<file path="src/rtl/vga_timing_pkg.sv">
// Default 640x480@60 Hz raster constants shared by the sync generator and the colour stage.
package vga_timing_pkg;
    localparam int H_DISPLAY = 640;
    localparam int H_FRONT   = 16;
    localparam int H_SYNC    = 96;
    localparam int H_BACK    = 48;
    localparam int V_DISPLAY = 480;
    localparam int V_FRONT   = 10;
    localparam int V_SYNC    = 2;
    localparam int V_BACK    = 33;

    localparam int H_TOTAL      = H_DISPLAY + H_FRONT + H_SYNC + H_BACK;
    localparam int V_TOTAL      = V_DISPLAY + V_FRONT + V_SYNC + V_BACK;
    localparam int H_SYNC_START = H_DISPLAY + H_FRONT;
    localparam int H_SYNC_END   = H_SYNC_START + H_SYNC;
    localparam int V_SYNC_START = V_DISPLAY + V_FRONT;
    localparam int V_SYNC_END   = V_SYNC_START + V_SYNC;

    localparam int SCREEN_W = H_DISPLAY;
    localparam int SCREEN_H = V_DISPLAY;

    localparam int CNT_W = 10;
    typedef logic [CNT_W-1:0] coord_t;

    // Half-open interval test lo <= pos < hi, done in int so hi may equal 1024.
    function automatic logic in_window(input coord_t pos, input int lo, input int hi);
        return (int'(pos) >= lo) && (int'(pos) < hi);
    endfunction
endpackage

</file>
<file path="src/rtl/vga_sync_gen_if.sv">
// Raster timing bundle from the sync generator to the colour stage and VGA connector.
interface vga_sync_gen_if;
    import vga_timing_pkg::*;

    logic   p_tick;
    coord_t pixel_x;
    coord_t pixel_y;
    logic   video_on;
    logic   hsync;
    logic   vsync;
    logic   frame_tick;

    modport master (output p_tick, pixel_x, pixel_y, video_on, hsync, vsync, frame_tick);
    modport slave  (input  p_tick, pixel_x, pixel_y, video_on, hsync, vsync, frame_tick);
endinterface

</file>
<file path="src/rtl/tick_divider.sv">
// One-clk-wide enable every CLK_DIV clocks; a constant 1 when CLK_DIV is 1.
module tick_divider #(
    parameter int CLK_DIV = 2
) (
    input  logic clk,
    input  logic rstn,
    output logic tick
);
    localparam int            CW   = (CLK_DIV > 1) ? $clog2(CLK_DIV) : 1;
    localparam logic [CW-1:0] LAST = CW'(CLK_DIV - 1);

    logic [CW-1:0] div_cnt;

    always_ff @(posedge clk or negedge rstn) begin
        if (!rstn)                div_cnt <= '0;
        else if (div_cnt == LAST) div_cnt <= '0;
        else                      div_cnt <= div_cnt + 1'b1;
    end

    assign tick = (div_cnt == LAST);
endmodule

</file>
<file path="src/rtl/vga_sync_gen.sv">
// Raster timing generator: pixel enable, x/y counters, registered syncs and frame pulse.
module vga_sync_gen
    import vga_timing_pkg::coord_t;
    import vga_timing_pkg::in_window;
#(
    parameter int CLK_DIV   = 2,
    parameter int H_DISPLAY = vga_timing_pkg::H_DISPLAY,
    parameter int H_FRONT   = vga_timing_pkg::H_FRONT,
    parameter int H_SYNC    = vga_timing_pkg::H_SYNC,
    parameter int H_BACK    = vga_timing_pkg::H_BACK,
    parameter int V_DISPLAY = vga_timing_pkg::V_DISPLAY,
    parameter int V_FRONT   = vga_timing_pkg::V_FRONT,
    parameter int V_SYNC    = vga_timing_pkg::V_SYNC,
    parameter int V_BACK    = vga_timing_pkg::V_BACK,
    parameter bit SYNC_POL  = 1'b0
) (
    input  logic           clk,
    input  logic           rstn,
    vga_sync_gen_if.master vga
);
    localparam int     H_TOTAL  = H_DISPLAY + H_FRONT + H_SYNC + H_BACK;
    localparam int     V_TOTAL  = V_DISPLAY + V_FRONT + V_SYNC + V_BACK;
    localparam int     HS_START = H_DISPLAY + H_FRONT;
    localparam int     HS_END   = HS_START + H_SYNC;
    localparam int     VS_START = V_DISPLAY + V_FRONT;
    localparam int     VS_END   = VS_START + V_SYNC;
    localparam coord_t H_LAST   = coord_t'(H_TOTAL - 1);
    localparam coord_t V_LAST   = coord_t'(V_TOTAL - 1);

    generate
        if (H_TOTAL > 1024 || V_TOTAL > 1024 || CLK_DIV < 1) begin : g_bad_cfg
            $error("vga_sync_gen: H/V totals must be <= 1024 and CLK_DIV >= 1");
        end
    endgenerate

    logic   p_tick;
    coord_t x_q, y_q;
    coord_t x_nxt, y_nxt;
    logic   hsync_q, vsync_q;

    tick_divider #(.CLK_DIV(CLK_DIV)) u_tick_divider (
        .clk  (clk),
        .rstn (rstn),
        .tick (p_tick)
    );

    always_comb begin
        x_nxt = x_q + 1'b1;
        y_nxt = y_q;
        if (x_q == H_LAST) begin
            x_nxt = '0;
            y_nxt = (y_q == V_LAST) ? '0 : y_q + 1'b1;
        end
    end

    // Syncs are decoded from the next-state counters so they change on the same edge as x/y.
    always_ff @(posedge clk or negedge rstn) begin
        if (!rstn) begin
            x_q     <= '0;
            y_q     <= '0;
            hsync_q <= ~SYNC_POL;
            vsync_q <= ~SYNC_POL;
        end else if (p_tick) begin
            x_q     <= x_nxt;
            y_q     <= y_nxt;
            hsync_q <= in_window(x_nxt, HS_START, HS_END) ? SYNC_POL : ~SYNC_POL;
            vsync_q <= in_window(y_nxt, VS_START, VS_END) ? SYNC_POL : ~SYNC_POL;
        end
    end

    assign vga.p_tick     = p_tick;
    assign vga.pixel_x    = x_q;
    assign vga.pixel_y    = y_q;
    assign vga.hsync      = hsync_q;
    assign vga.vsync      = vsync_q;
    assign vga.video_on   = in_window(x_q, 0, H_DISPLAY) && in_window(y_q, 0, V_DISPLAY);
    assign vga.frame_tick = p_tick && (x_q == H_LAST) && (y_q == V_LAST);
endmodule

</file>
<file path="src/flat_wrapper.sv">
// flat-port wrapper written by rule: the top's interface ports become plain ports
module vga_sync_gen_flat import vga_timing_pkg::coord_t; import vga_timing_pkg::in_window;
#(
    parameter int CLK_DIV   = 2,
    parameter int H_DISPLAY = vga_timing_pkg::H_DISPLAY,
    parameter int H_FRONT   = vga_timing_pkg::H_FRONT,
    parameter int H_SYNC    = vga_timing_pkg::H_SYNC,
    parameter int H_BACK    = vga_timing_pkg::H_BACK,
    parameter int V_DISPLAY = vga_timing_pkg::V_DISPLAY,
    parameter int V_FRONT   = vga_timing_pkg::V_FRONT,
    parameter int V_SYNC    = vga_timing_pkg::V_SYNC,
    parameter int V_BACK    = vga_timing_pkg::V_BACK,
    parameter bit SYNC_POL  = 1'b0
)
  (clk, rstn, vga_p_tick, vga_pixel_x, vga_pixel_y, vga_video_on, vga_hsync, vga_vsync, vga_frame_tick);
  vga_sync_gen_if vga_i ();
  input  logic clk;
  input  logic rstn;
  output wire logic [$bits(vga_i.p_tick)-1:0] vga_p_tick;
  output wire logic [$bits(vga_i.pixel_x)-1:0] vga_pixel_x;
  output wire logic [$bits(vga_i.pixel_y)-1:0] vga_pixel_y;
  output wire logic [$bits(vga_i.video_on)-1:0] vga_video_on;
  output wire logic [$bits(vga_i.hsync)-1:0] vga_hsync;
  output wire logic [$bits(vga_i.vsync)-1:0] vga_vsync;
  output wire logic [$bits(vga_i.frame_tick)-1:0] vga_frame_tick;
  assign vga_p_tick = vga_i.p_tick;
  assign vga_pixel_x = vga_i.pixel_x;
  assign vga_pixel_y = vga_i.pixel_y;
  assign vga_video_on = vga_i.video_on;
  assign vga_hsync = vga_i.hsync;
  assign vga_vsync = vga_i.vsync;
  assign vga_frame_tick = vga_i.frame_tick;
  vga_sync_gen #(.CLK_DIV(CLK_DIV), .H_DISPLAY(H_DISPLAY), .H_FRONT(H_FRONT), .H_SYNC(H_SYNC), .H_BACK(H_BACK), .V_DISPLAY(V_DISPLAY), .V_FRONT(V_FRONT), .V_SYNC(V_SYNC), .V_BACK(V_BACK), .SYNC_POL(SYNC_POL)) u_core (.clk(clk), .rstn(rstn), .vga(vga_i));
endmodule
</file>
<file path="config.mk">
export PLATFORM = sky130hd
export DESIGN_NAME = vga_sync_gen_flat
export DESIGN_NICKNAME = d
export VERILOG_FILES = /design/src/rtl/vga_timing_pkg.sv /design/src/rtl/vga_sync_gen_if.sv /design/src/rtl/tick_divider.sv /design/src/rtl/vga_sync_gen.sv /design/src/flat_wrapper.sv
export SDC_FILE = /design/constraint.sdc
export NUM_CORES = 1
export LEC_CHECK = 0
export ABC_AREA = 1
export CORE_AREA = 2 2 58 60
export DETAILED_ROUTE_END_ITERATION = 8
export DIE_AREA = 0 0 60 62
export PLACE_DENSITY = 0.75
export SLEW_MARGIN = 40
export SYNTH_ARGS = -nofsm -noshare
export SYNTH_HDL_FRONTEND = slang
export SYNTH_SLANG_ARGS = --single-unit
</file>
<file path="constraint.sdc">
create_clock -name clk -period 2.25 [get_ports clk]
set_input_delay 0.225 -clock clk [delete_from_list [all_inputs] [get_ports clk]]
set_output_delay 0.225 -clock clk [all_outputs]
set_load 0.005 [all_outputs]
</file>
; After elaboration in Yosys (flattened, before gate mapping)
; Index checks and enable logic that the tools add are counted.
; W data, S select, Z words.
[op_classes]
mux = 6
n_reduce_logical = 5
eq_ne = 2
magnitude_cmp = 6
addsub = 3
[ops]
columns = op, n
row1 = $mux W10, 3
row2 = $add A10 B1 Y10 const B, 2
row3 = $eq A10 B10 Y1 const B, 2
row4 = $lt A10 B10 Y1 const B, 2
row5 = $lt A10 B9 Y1 const B, 2
row6 = $ge A10 B10 Y1 const B, 1
row7 = $ge A10 B9 Y1 const B, 1
row8 = $logic_and A1 B1 Y1, 5
row9 = $mux W1, 3
row10 = $add A1 B1 Y1 const B, 1
[totals]
in_bits = 2
wordCells = 27
output_inout_bits = 25
register_bits = 23

; Logic depth before layout (Yosys ltp)
[depth]
word_depth = 6
mapped_depth = 13
mapped_depth_nobuf = 13

; Modules after synthesis
; From an unflattened synthesis, not the netlist that was laid out.
[unflattened]
cells_unflattened = 220
hier_area_um2 = 1566.5
[by_module_without_submodules]
columns = mod, cells_per_inst, seq_area_each_um2, area_each_um2, instances
row1 = vga_sync_gen, 218, 553.0, 1537.7, 1
row2 = tick_divider, 2, 25.0, 28.8, 1

; Least setup slack after synthesis
; Ideal clock, no wire load.
[synth_timing]
path_type = reg2reg
start = register u_core.x_q[0], in the netlist u_core.vga.pixel_x[0]
end = register u_core.vsync_q, in the netlist u_core.vga.vsync
path_slack_ns = 0.613
stages_incl_launch_ff = 12
setup_time_ns = 0.075
arrival_time_ns = 1.562
n_path_buf = 1
cell_sequence = dfrtp_1 ha_1 nand2_2 nor2_8 nand2_4 buf_6 o21bai_4 nand2_2 nor2_1 nand3_1 nor2_1 nor2_1
[synth_between]
elab_chain_len = 5
[synth_rtl]
columns = item, line
row1 = from (decl), vga_sync_gen.sv:37  ; coord_t x_q, y_q;
row2 = from (signal assigned), vga_sync_gen.sv:64  ; x_q <= x_nxt;
row3 = $eq A10 B10 Y1 *, vga_sync_gen.sv:50  ; if (x_q == H_LAST) begin
row4 = $mux W10 *, vga_sync_gen.sv:50
row5 = $ge A10 B9 Y1 or $lt A10 B9 Y1 (tied branches), vga_timing_pkg.sv:27  ; return (int'(pos) >= lo) && (int'(pos) < hi);
row6 = $logic_and A1 B1 Y1 *, vga_timing_pkg.sv:27
row7 = $mux W1 *, vga_sync_gen.sv:67  ; vsync_q <= in_window(y_nxt, VS_START, VS_END) ? SYNC_POL : ~SYNC_POL;
row8 = to (signal assigned), vga_sync_gen.sv:62  ; vsync_q <= ~SYNC_POL;
row9 = to (signal assigned), vga_sync_gen.sv:67
row10 = to (decl), vga_sync_gen.sv:39  ; logic hsync_q, vsync_q;
; Mark *: on every way between the ends. The rest lies on a longest branch, timed or not.
; A chain may end at the register's enable or synchronous reset.

; Worst setup path after layout
[layout_timing]
start = register u_core.y_q[5], in the netlist u_core.vga.pixel_y[5]
end = output port vga_video_on
[layout_between]
elab_chain_len = 2
[layout_rtl]
columns = item, line
row1 = from (decl), vga_sync_gen.sv:37
row2 = from (signal assigned), vga_sync_gen.sv:65  ; y_q <= y_nxt;
row3 = $lt A10 B9 Y1, vga_timing_pkg.sv:27
row4 = $logic_and A1 B1 Y1, vga_sync_gen.sv:76  ; assign vga.video_on = in_window(x_q, 0, H_DISPLAY) && in_window(y_q, 0, V_DISPLAY);
row5 = to (decl), flat_wrapper.sv:22  ; output wire logic [$bits(vga_i.video_on)-1:0] vga_video_on;
; Every way passes these cells.

==> results.py <==
metrics = {
    "timing": {
        "worstMarginPinSlew_ns": 0.4149,
        "rsz0062_at_grt": "no",
        "clock.fmax_mhz": 480.4,
        "hold_viol_final": 0,
        "timing.slew.headroom": 0.7212,
        "finalSetupViolCount": 0,
        "tns_ns": 0,
        "min_period_over_period": 0.9252,
        "finalClockSkew_ns": 0.004988,
        "finalCriticalPeriod_ns": 2.082,
        "drv_slew": 0,
        "holdWs_ns": 0.2403,
    },
    "cts": {
        "clockBufferDepth": 2,
        "clk_pin_slew_ns": 0.14,
        "clk_latency_ns": 0.31,
        "cts_num_sinks": 23,
        "h-tree-depth": 1,
        "cts_tree": "yes",
        "cts_made_buffers": 3,
        "cts-root-buf": "clkbuf_4",
        "ctsHoldBuffers": 0,
    },
    "yosys": {
        "postSynthAreaPerCell_um2": 7.090,
        "synth_area_mm2": 0.001574,
        "synth_top_family_by_area": "simple AND/OR/NAND/NOR gates",
        "syn_inst": 222,
        "synth_edf_count": 0,
        "synth_cell_type_count": 27,
        "syn-num-nets": 228,
        "ys_seq_elements": 23,
        "ys_seq_area_frac": 0.3672,
        "synth_xor_area_frac": 0.02782,
        "yosys_warnings": 0,
        "synth-compound-area-share": 0.09539,
        "synthMuxAreaShare": 0,
        "synth-simple-area-share": 0.3800,
        "synth_fa_ha_area_frac": 0.03180,
        "async_flop_share": 1.000,
        "synth-main-ff-cell": "dfrtp_1",
    },
    "place": {
        "place_congestion": 0.9688,
        "port_buffers": 26,
        "dp_hpwl_um": 2625,
    },
    "grt": {
        "grt_pass1_vias": 1317,
        "antenna_found_initial": 0,
        "grt_max_degree": 24,
        "grt_overflow": 0,
        "track_usage": 0.2167,
        "grt_first_pass_wirelength_um": 6058,
    },
    "status": {
        "status": "complete, no violations",
    },
    "floorplan": {
        "die_w_um": 60,
        "core_mm2": 0.003179,
        "start_util": 0.4951,
        "die_h_um": 62,
        "num_rows": 21,
        "dieArea_mm2": 0.003720,
        "pin_count": 27,
    },
    "power": {
        "p_int_mw": 0.4826,
        "ir_drop_uv": 236.1,
        "swShare": 0.2266,
        "p_sw_mw": 0.1414,
        "power.clock.fraction": 0.320,
        "combPwrFrac": 0.017,
        "p_per_area_mw_per_mm2": 315.1,
        "power_leakage_nw": 0.9906,
        "p_seq_frac": 0.663,
    },
    "final_layout": {
        "final-seq-area_um2": 579.3,
        "final_nets": 267,
        "diodes": 0,
        "drive_gt1_frac": 0.1346,
        "syn_to_final_growth_pct": 25.83,
        "multiInputGateArea_um2": 847.1,
        "fillCellCount": 303,
    },
    "routing": {
        "antenna_left": 0,
        "post_drt_wl_per_cell_um": 12.12,
        "finalWirelength_um": 3709,
        "vias": 1529,
        "drc": 0,
        "dr.pass1.iters": 4,
        "vias_per_cell": 4.997,
        "drt_iter0_drc": 87,
    },
    "run": {
        "maxCapViolCount": 0,
    },
    "setup_path": {
        "r2r_cells": 11,
        "worstSetupPathType": "flip-flop to primary output",
        "cp_data_required_time_ns": 2.03,
        "rr_startpoint": "u_core.vga.pixel_x[0]$_DFFE_PN0P_",
        "r2r-end": "u_core.vga.hsync$_DFFE_PN1P_",
        "crit_fanout": 6,
        "critPathArrivalTime_ns": 1.86,
        "r2r_slack_ns": 0.42,
        "endpoint_kind": "primary output",
        "cp-start-kind": "flip-flop",
    },
    "worst_hold_path": {
        "hp-class": "input pin to asynchronous set/reset pin",
    },
}
## power groups by stage
stage / registers, mW / logic [mW] / clock network, mW
final: 0.414 / 0.0105 / 0.200
after global routing: 0.414 / 0.0124 / 0.225
after CTS: 0.414 / 0.0114 / 0.210
after detailed placement: 0.421 / 0.0114 / 0
after global placement: 0.421 / 0.0114 / 0
after floorplan: 0.421 / 0.000000528 / 0
## critical path, cell delays in order, from the launching register on
cell and delay (ns):
dfrtp_1 0.49, inv_1 0.11, nor3_1 0.39, nor3_1 0.10, clkdlybuf4s50_1 0.46
## worst max path at each step
stage                                 startpoint                            to  slack, ns  cells past startpoint
4_1_cts        u_core.vga.pixel_y[5]$_DFFE_PN0P_                  vga_video_on       0.17                      4
6_report       u_core.vga.pixel_y[5]$_DFFE_PN0P_                  vga_video_on       0.17                      4
3_5_place_dp   u_core.vga.pixel_y[0]$_DFFE_PN0P_                vga_frame_tick       0.22                      8
5_1_grt        u_core.vga.pixel_y[6]$_DFFE_PN0P_                  vga_video_on       0.05                      4
3_3_place_gp   u_core.vga.pixel_y[0]$_DFFE_PN0P_                vga_frame_tick       0.26                      8
2_1_floorplan  u_core.vga.pixel_x[0]$_DFFE_PN0P_  u_core.vga.vsync$_DFFE_PN1P_       0.61                     11
## synth_stat cells, drive strengths merged (2+ instances only)
library cell | instances | share of area
buf | 4 | 0.026
xor2 | 5 | 0.028
or2 | 2 | 0.0080
nor3 | 3 | 0.0095
dfstp | 2 | 0.033
o21ai | 18 | 0.057
nand2 | 70 | 0.18
nand4 | 7 | 0.028
nand3 | 20 | 0.064
clkbuf | 2 | 0.0048
nand3b | 2 | 0.0095
a21oi | 4 | 0.013
o21bai | 2 | 0.017
dfrtp | 21 | 0.33
inv | 28 | 0.067
ha | 4 | 0.032
nor2 | 26 | 0.077
## registers in the layout (all words and copies together) (netlist names)
| register | flops |
|---|---|
| u_core.vga.pixel_y | 10 |
| u_core.vga.pixel_x | 10 |
| u_core.vga.vsync | 1 |
| u_core.u_tick_divider.tick | 1 |
| u_core.vga.hsync | 1 |
## cell type report
class | count | share of cell area
clock buffers | 3 | 0.01137
clock inverters | 1 | 0.002527
inverters | 28 | 0.05306
multi-input cells | 165 | 0.4277
flip-flops and latches | 23 | 0.2925
well taps | 46 | 0.02906
repair buffers | 40 | 0.1838
## placed cells by master (no fill, tap or decap)
cell,n
dfrtp_2,1
nand2_4,3
nor3_1,3
o21bai_4,1
xor2_1,5
buf_4,14
nand2_1,65
nand3_1,19
nor2_1,22
ha_1,4
clkdlybuf4s50_1,25
nand2_2,2
nor2_8,1
or2_2,1
clkbuf_4,3
inv_1,26
dlygate4sd2_1,1
nand3_2,1
dfrtp_1,20
inv_2,2
o22ai_1,1
nand3b_1,2
o21ai_0,18
clkinv_2,1
nor2_2,3
nand4_1,7
a21oi_1,4
or2_1,1
o21bai_1,1
o21a_1,1
dfstp_2,2
## routing by layer
metal	track usage	wire (um)	vias up
li1	-	-	784
met5	0	0	-
met2	0.3385	1722	35
met1	0.3150	1827	706
met4	0.06349	38	0
met3	0.02692	122	4
## metrics by stage
stage | total power, mW | instance area [um2] | util | setup WS [ns] | std cells
2_1_floorplan | 0.4213 | 1574 | - | 0.6125 | 222
3_3_place_gp | 0.4326 | 1911 | 0.6009 | 0.2597 | 297
3_5_place_dp | 0.4326 | 1911 | 0.6009 | 0.2163 | 297
4_1_cts | 0.6350 | 1981 | 0.6230 | 0.1680 | 306
5_1_grt | 0.6507 | 1981 | 0.6230 | 0.05417 | 306
6_report | 0.6240 | 1981 | 0.6230 | 0.1684 | 306
## cell families after synthesis
logic type / after synthesis
and+or+nand+nor: 130
AOI/OAI and AO/OA: 26
buffers and inverters: 34
xor gates and xnor gates: 5
DFF: 23
adders and majority gates: 4
## what timing repair did
item	CTS	global route
gates resized for setup	4	0
endpoints found under the setup margin	1	0
buffers inserted	5	0
No activity file was read; power rests on OpenSTA's default activity.
